==> config.mk <==
export PLATFORM = sky130hd
export DESIGN_NAME = ttt_game_ctrl
export DESIGN_NICKNAME = d
export VERILOG_FILES = /design/src/rtl/ttt_game_ctrl.sv
export SDC_FILE = /design/constraint.sdc
export NUM_CORES = 1
export LEC_CHECK = 0
export CELL_PAD_IN_SITES_DETAIL_PLACEMENT = 0
export CELL_PAD_IN_SITES_GLOBAL_PLACEMENT = 2
export CORE_ASPECT_RATIO = 0.8
export CORE_MARGIN = 2
export CORE_UTILIZATION = 26
export CTS_CLUSTER_DIAMETER = 100
export DETAILED_ROUTE_END_ITERATION = 16
export GPL_ROUTABILITY_DRIVEN = 0
export GPL_TIMING_DRIVEN = 0
export HOLD_SLACK_MARGIN = 0.02
export PLACE_DENSITY = 0.91
export SLEW_MARGIN = 20
export SYNTH_ARGS = -nofsm -noshare
export SYNTH_HDL_FRONTEND = slang
export SYNTH_SLANG_ARGS = --single-unit
export TNS_END_PERCENT = 10
==> constraint.sdc <==
create_clock -name i_clk -period 3.94 [get_ports i_clk]
set_input_delay 0.591 -clock i_clk [delete_from_list [all_inputs] [get_ports i_clk]]
set_output_delay 0.591 -clock i_clk [all_outputs]
set_load 0.005 [all_outputs]
==> src/rtl/ttt_game_ctrl.sv <==
// Tic-tac-toe game sequencer: alternates user (O) and engine (X) moves,
// validates each move against the board, consults an external result
// checker, reports the outcome and waits for the display to drain.
// Optional macro TTT_SCORE_EN adds saturating win/draw tallies; when it is
// undefined the tally outputs are tied to zero.
//
// state       | meaning
// ------------+--------------------------------------------------------
// INIT        | clear board and result, choose who moves first
// GET_USER    | user handshake open, wait for a move
// APPLY_USER  | validate user move, write O or pulse bad-move
// CHECK_USER  | sample checker after the O move
// REQ_X       | request a move from the engine, wait for ack
// APPLY_X     | validate engine move, write X or fail
// CHECK_X     | sample checker after the X move
// REPORT      | one-cycle result strobe, bump tallies
// WAIT_DISP   | one cycle for display busy to assert
// WAIT_DISP2  | wait for display busy to drop
// ERROR       | illegal engine move or impossible result, restart
module ttt_game_ctrl #(
    parameter int CELLS   = 9,
    parameter int MOVE_W  = 4,
    parameter int SCORE_W = 8
) (
    input  logic                 i_clk,
    input  logic                 i_rst_n,
    input  logic                 i_x_first,
    input  logic                 i_user_valid,
    input  logic [MOVE_W-1:0]    i_user_move,
    output logic                 o_user_ready,
    output logic                 o_x_req,
    input  logic                 i_x_ack,
    input  logic [MOVE_W-1:0]    i_x_move,
    input  logic [1:0]           i_result,
    input  logic                 i_disp_busy,
    output logic [2*CELLS-1:0]   o_board,
    output logic [1:0]           o_result,
    output logic                 o_result_stb,
    output logic                 o_bad_move,
    output logic [SCORE_W-1:0]   o_x_wins,
    output logic [SCORE_W-1:0]   o_o_wins,
    output logic [SCORE_W-1:0]   o_draws
);

    localparam logic [3:0] S_INIT       = 4'd0;
    localparam logic [3:0] S_GET_USER   = 4'd1;
    localparam logic [3:0] S_APPLY_USER = 4'd2;
    localparam logic [3:0] S_CHECK_USER = 4'd3;
    localparam logic [3:0] S_REQ_X      = 4'd4;
    localparam logic [3:0] S_APPLY_X    = 4'd5;
    localparam logic [3:0] S_CHECK_X    = 4'd6;
    localparam logic [3:0] S_REPORT     = 4'd7;
    localparam logic [3:0] S_WAIT_DISP  = 4'd8;
    localparam logic [3:0] S_WAIT_DISP2 = 4'd9;
    localparam logic [3:0] S_ERROR      = 4'd10;

    localparam logic [1:0] RES_NONE = 2'd0;
    localparam logic [1:0] RES_XWIN = 2'd1;
    localparam logic [1:0] RES_OWIN = 2'd2;
    localparam logic [1:0] RES_DRAW = 2'd3;

    localparam logic [1:0] MARK_O = 2'b01;
    localparam logic [1:0] MARK_X = 2'b11;

    logic [3:0]        state;
    logic [3:0]        state_nxt;
    logic [MOVE_W-1:0] move;
    logic              cell_free;
    logic              write_en;
    logic [1:0]        mark;

    assign o_user_ready = (state == S_GET_USER);
    assign o_x_req      = (state == S_REQ_X);
    assign o_result_stb = (state == S_REPORT);
    assign o_bad_move   = (state == S_APPLY_USER) && !cell_free;
    assign write_en     = ((state == S_APPLY_USER) || (state == S_APPLY_X)) && cell_free;
    assign mark         = (state == S_APPLY_USER) ? MARK_O : MARK_X;

    // Captured move is legal only if it names an existing, empty cell;
    // an out-of-range index matches no cell and so is never free.
    always_comb begin
        cell_free = 1'b0;
        for (int k = 0; k < CELLS; k++) begin
            if ((move == MOVE_W'(k)) && (o_board[2*k +: 2] == 2'b00)) begin
                cell_free = 1'b1;
            end
        end
    end

    // Next-state decode.
    always_comb begin
        state_nxt = S_INIT;
        case (state)
            S_INIT:       state_nxt = i_x_first ? S_REQ_X : S_GET_USER;
            S_GET_USER:   state_nxt = i_user_valid ? S_APPLY_USER : S_GET_USER;
            S_APPLY_USER: state_nxt = cell_free ? S_CHECK_USER : S_GET_USER;
            S_CHECK_USER: begin
                case (i_result)
                    RES_NONE: state_nxt = S_REQ_X;
                    RES_XWIN: state_nxt = S_ERROR;
                    default:  state_nxt = S_REPORT;
                endcase
            end
            S_REQ_X:      state_nxt = i_x_ack ? S_APPLY_X : S_REQ_X;
            S_APPLY_X:    state_nxt = cell_free ? S_CHECK_X : S_ERROR;
            S_CHECK_X: begin
                case (i_result)
                    RES_NONE: state_nxt = S_GET_USER;
                    RES_OWIN: state_nxt = S_ERROR;
                    default:  state_nxt = S_REPORT;
                endcase
            end
            S_REPORT:     state_nxt = S_WAIT_DISP;
            S_WAIT_DISP:  state_nxt = S_WAIT_DISP2;
            S_WAIT_DISP2: state_nxt = i_disp_busy ? S_WAIT_DISP2 : S_INIT;
            S_ERROR:      state_nxt = S_INIT;
            default:      state_nxt = S_INIT;
        endcase
    end

    // State register.
    always_ff @(posedge i_clk) begin
        if (!i_rst_n) state <= S_INIT;
        else          state <= state_nxt;
    end

    // Capture the move index from whichever side completes its handshake.
    always_ff @(posedge i_clk) begin
        if (!i_rst_n) begin
            move <= '0;
        end else if ((state == S_GET_USER) && i_user_valid) begin
            move <= i_user_move;
        end else if ((state == S_REQ_X) && i_x_ack) begin
            move <= i_x_move;
        end
    end

    // Board: cleared on INIT, one cell written per legal move.
    always_ff @(posedge i_clk) begin
        if (!i_rst_n) begin
            o_board <= '0;
        end else if (state == S_INIT) begin
            o_board <= '0;
        end else if (write_en) begin
            for (int k = 0; k < CELLS; k++) begin
                if (move == MOVE_W'(k)) o_board[2*k +: 2] <= mark;
            end
        end
    end

    // Final result latch; holds through REPORT and the display wait.
    always_ff @(posedge i_clk) begin
        if (!i_rst_n) begin
            o_result <= RES_NONE;
        end else if (state == S_INIT) begin
            o_result <= RES_NONE;
        end else if ((state == S_CHECK_USER) &&
                     ((i_result == RES_OWIN) || (i_result == RES_DRAW))) begin
            o_result <= i_result;
        end else if ((state == S_CHECK_X) &&
                     ((i_result == RES_XWIN) || (i_result == RES_DRAW))) begin
            o_result <= i_result;
        end
    end

`ifdef TTT_SCORE_EN
    // Saturating tallies, bumped once per reported game, cleared only by reset.
    always_ff @(posedge i_clk) begin
        if (!i_rst_n) begin
            o_x_wins <= '0;
            o_o_wins <= '0;
            o_draws  <= '0;
        end else if (state == S_REPORT) begin
            case (o_result)
                RES_XWIN: if (o_x_wins != '1) o_x_wins <= o_x_wins + SCORE_W'(1);
                RES_OWIN: if (o_o_wins != '1) o_o_wins <= o_o_wins + SCORE_W'(1);
                RES_DRAW: if (o_draws  != '1) o_draws  <= o_draws  + SCORE_W'(1);
                default: ;
            endcase
        end
    end
`else
    assign o_x_wins = '0;
    assign o_o_wins = '0;
    assign o_draws  = '0;
`endif

endmodule

# After elaboration in Yosys (flattened, before gate mapping)
# Cells that the tools add are included.
# op_classes
addsub,0
mul,0
div,0
n_lt_le_gt_ge,0
eq_ne,20
shift,0
n_mux,23
bitwise_logic,1
n_reduce_logical,43
# ops
op,count
case mux 4 bit (10 select lines),1
equality test 4 x 3 -> 1 bit (second input constant),8
zero test 2 bit,10
AND reduction 2 bit,9
equality test 4 x 2 -> 1 bit (second input constant),4
two-way mux 4 bit,4
case mux 4 bit (2 select lines),2
logical AND 1 bit,15
equality test 4 bit (second input constant),3
two-way mux 1 bit,10
two-way mux 2 bit,5
equality test 4 x 1 -> 1 bit (second input constant),2
zero test 4 bit,2
equality test 2 bit (second input constant),2
nonzero test 2 bit,2
logical OR 1 bit,3
two-way mux 3 bit,1
equality test 2 x 1 -> 1 bit (second input constant),1
OR reduction 2 bit,1
zero test 1 bit,1
inverter 1 bit,1
# totals
ff_bits,28
latch_bits,0
ramBits,0
mem_bits_ro,0
output_inout_bits,48
n_memories,0

# Logic depth before layout (Yosys ltp)
# depth
depth_word,13
mapped_depth,7
depth_no_buf,5

# Worst setup path after synthesis
# OpenSTA, ideal clock, no wires.
# synth_timing
path_type,reg-to-output
startpoint,register move[1]
endpoint,output o_bad_move
arrival_ns,1.434
required_ns,3.349
slack_ns,1.915
stages_incl_launch_ff,8
path_buffers,2
cell_sequence,dfxtp_1 buf_6 nor3b_1 o211ai_2 o311ai_2 or2_1 buf_2 nor2_1
# synth_via
elab_chain_cells,13
word_cells_on_any_way,29
# synth_lines
element,line,rtl
start: declaration,67,logic [MOVE_W-1:0] move;
start signal: assignment,132,move <= i_user_move;
start signal: assignment,134,move <= i_x_move;
zero test 4 bit,84,if ((move == MOVE_W'(k)) && (o_board[2*k +: 2] == 2'b00)) begin
logical AND 1 bit,84,
two-way mux 1 bit (8 in series),84,
two-way mux 1 bit (*),84,
zero test 1 bit (*),75,assign o_bad_move = (state == S_APPLY_USER) && !cell_free;
logical AND 1 bit (*),75,
end: declaration,39,"output logic o_bad_move,"
# Mark *: on every way between the ends. The rest lies on a longest branch, timed or not.

# Worst setup path after layout
# layout_timing
startpoint,register move[0]
endpoint,output o_bad_move
# The elaborated chain is that of the path after synthesis.

==> results.toml <==
[routing]
route.antenna.remaining_nets = 0
drt-pass1-iter-count = 4
wl_mm = 4.32
vias = 1635
vias_per_cell = 4.50
drt_iter0_drc = 139
wl_per_cell_um = 11.9
drc = 0

[synth]
synth_ff_type = "dfxtp_1"
netlist_instances = 213
yosysUniqueCellTypes = 42
ys.warnings.count = 0
ys_seq_elements = 28
mappedNetlistArea_mm2 = 0.00169
ys_async_sr_fraction_pct = 0
synth.top_cell.area_share_pct = 33.2
post_synth_most_frequent_cells = "dfxtp_1, nand2_1, buf_4"
synth.top_cells.by_area = "dfxtp_1, buf_4, nand2_1"
largest_area_contributor_in_the_netlist = "dfxtp_1"
synthesis.area_per_instance_um2 = 7.93
number_of_flops_mapped_to_enable_cells_by_yosys = 0
synth-seq-area-share_pct = 33.2

[timing]
final_hold_viol_count = 0
rsz_0062_raised_after_global_routing = "no"
setup_tns_ns = 0
timing.final.crit_period_ns = 3.12
timing.fmax_mhz = 321
finalSetupViolations = 0
final_min_period_over_clock_period_pct = 79.1
maxSlewViolCount = 0
worst_slew_pin_slew_ns = 0.851
holdWs_ns = 0.467
slew_headroom_pct = 42.8
worst_slack_ns = 0.822
timing.clock.skew_ns = 0.00132

[clock_network]
post_cts_buffers = 0
post_cts_resize_count = 0
cts_htree_levels = 1
clk-insertion-delay-late_ns = 0.27
root_driver = "clkbuf_8"
clock_edge_transition_at_the_registers_on_the_reported_setup_and_hold_paths_ns = 0.09
clock_sink_count = 28
cts_inserted_buffers = 3
cts_tree = "yes"
cts.hold.buffers_added = 0
clock_tree.buffer_depth = 2

[layout]
num-nets-final = 296
layout-drive-gt1-share_pct = 15.4
num_antenna_cells = 0
multiInputGateArea_um2 = 970
instances_no_fill = 363
area_delta_synth_final_pct = 37.7
layout.filler_cells = 692
seq_area_um2 = 561

[setup_path]
critical_path_peak_fanout = 10
rr_worst_depth = 6
setup.worst_path.end_class = "output port"
worstPathArrival_ns = 2.53
startpoint_type = "flop"
timing_worst_setup_path_type = "flop to output port"
worst_ep_required_time_ns = 3.35

[grt]
globalRoute.totalOverflow = 0
wire_length_of_the_first_global_routing_pass_mm = 7.25
global_route.usage.total_pct = 12.4
via_count_of_the_first_global_routing_pass = 1494
maximum_number_of_pins_on_one_net_before_global_route_repair = 16
grt_antenna_before_repair = 0

[placement]
dpl.cell_count = 359
hpwlAfterDp_mm = 3.42
pre_cts_slack_ns = 1.14
buffer_ports.inserted = 39

[min_path]
whs_path_depth = 2
hp-class = "flop to flop"

[pwr]
final_total_pwr_w = 0.00122
power_density_mw_per_mm2 = 523
power.ir.vdd_worst_v = 0.000211
p_leak_nw = 0.870

[floorplan]
floorplan.die.width_um = 94.1
starting_density_pct = 26.6
ioPinCount = 64
core_region_mm2 = 0.00634
floorplan.die_area_mm2 = 0.00716
chipHeight_um = 76.1
placementRows = 26

[run_status]
status = "finished clean"

[run]
drv.max_cap_violation_count = 0
[area by class of cell]
class	instances	share of cell area, %
sequential	28	24.1
clock buffer	4	2.37
timing repair buffer	39	16.8
buffer	35	10.2
inverter	2	0.323
multi-input combinational	171	41.7
tap	84	4.52
[worst max-delay path, cell delays in order, from the launching register on]
cell             delay [ns]
dfxtp_1                0.33
buf_2                  0.19
nor2_1                 0.20
nand3b_1               0.17
o31ai_2                0.49
or2_1                  0.17
buf_2                  0.17
nor2_1                 0.09
clkdlybuf4s50_1        0.45
[where the power goes]
group	total (W)	leakage, nW	internal (W)	switching (W)
Combinational	0.000686	0.614	0.000249	0.000437
Clock	0.000176	0.0288	0.0000895	0.0000866
Sequential	0.000354	0.227	0.000319	0.0000358
Total	0.00122	0.870	0.000657	0.000559
[cell families after synthesis]
group | count (synthesis) | share of synthesized area (%)
compound gates | 56 | 24.1
other cells | 1 | 0.222
buf+inv | 37 | 14.5
simple gates | 90 | 27.4
mux | 1 | 0.593
flops | 28 | 33.2
[per-layer routing]
layer	track usage, %	routed length (um)	vias up
met4	2.75	35	0
met5	0	0	-
li1	-	-	856
met1	18.5	2190	729
met3	2.97	269	2
met2	18.1	1830	48
[worst paths after layout]
check | slack, ns | endpoint | from
worst max-delay path | 0.82 | o_bad_move | move[0]
worst min-delay path | 0.47 | o_result[0] | o_result[0]
worst max register to register | 1.91 | o_board[6] | move[0]
worst min register to register | 0.47 | o_result[0] | o_result[0]
[placed cells by master (no fill, tap or decap), drive strengths merged, types with 9 or more instances in the layout]
cell           count
conb              24
o31ai             10
buf               32
clkdlybuf4s50     39
nor2              22
nand2             28
o21ai              9
dfxtp             28
[through the flow]
stage	cell area, um^2	util (%)
after global placement	2270	35.8
final	2330	36.7
after global routing	2330	36.7
after CTS	2330	36.7
after floorplan	1780	-
after detailed placement	2270	35.8
[registers in the layout (all words and copies together) (netlist names)]
register and count:
state 4, o_board 18, move 4, o_result 2
(Power assumes the default switching activity.)
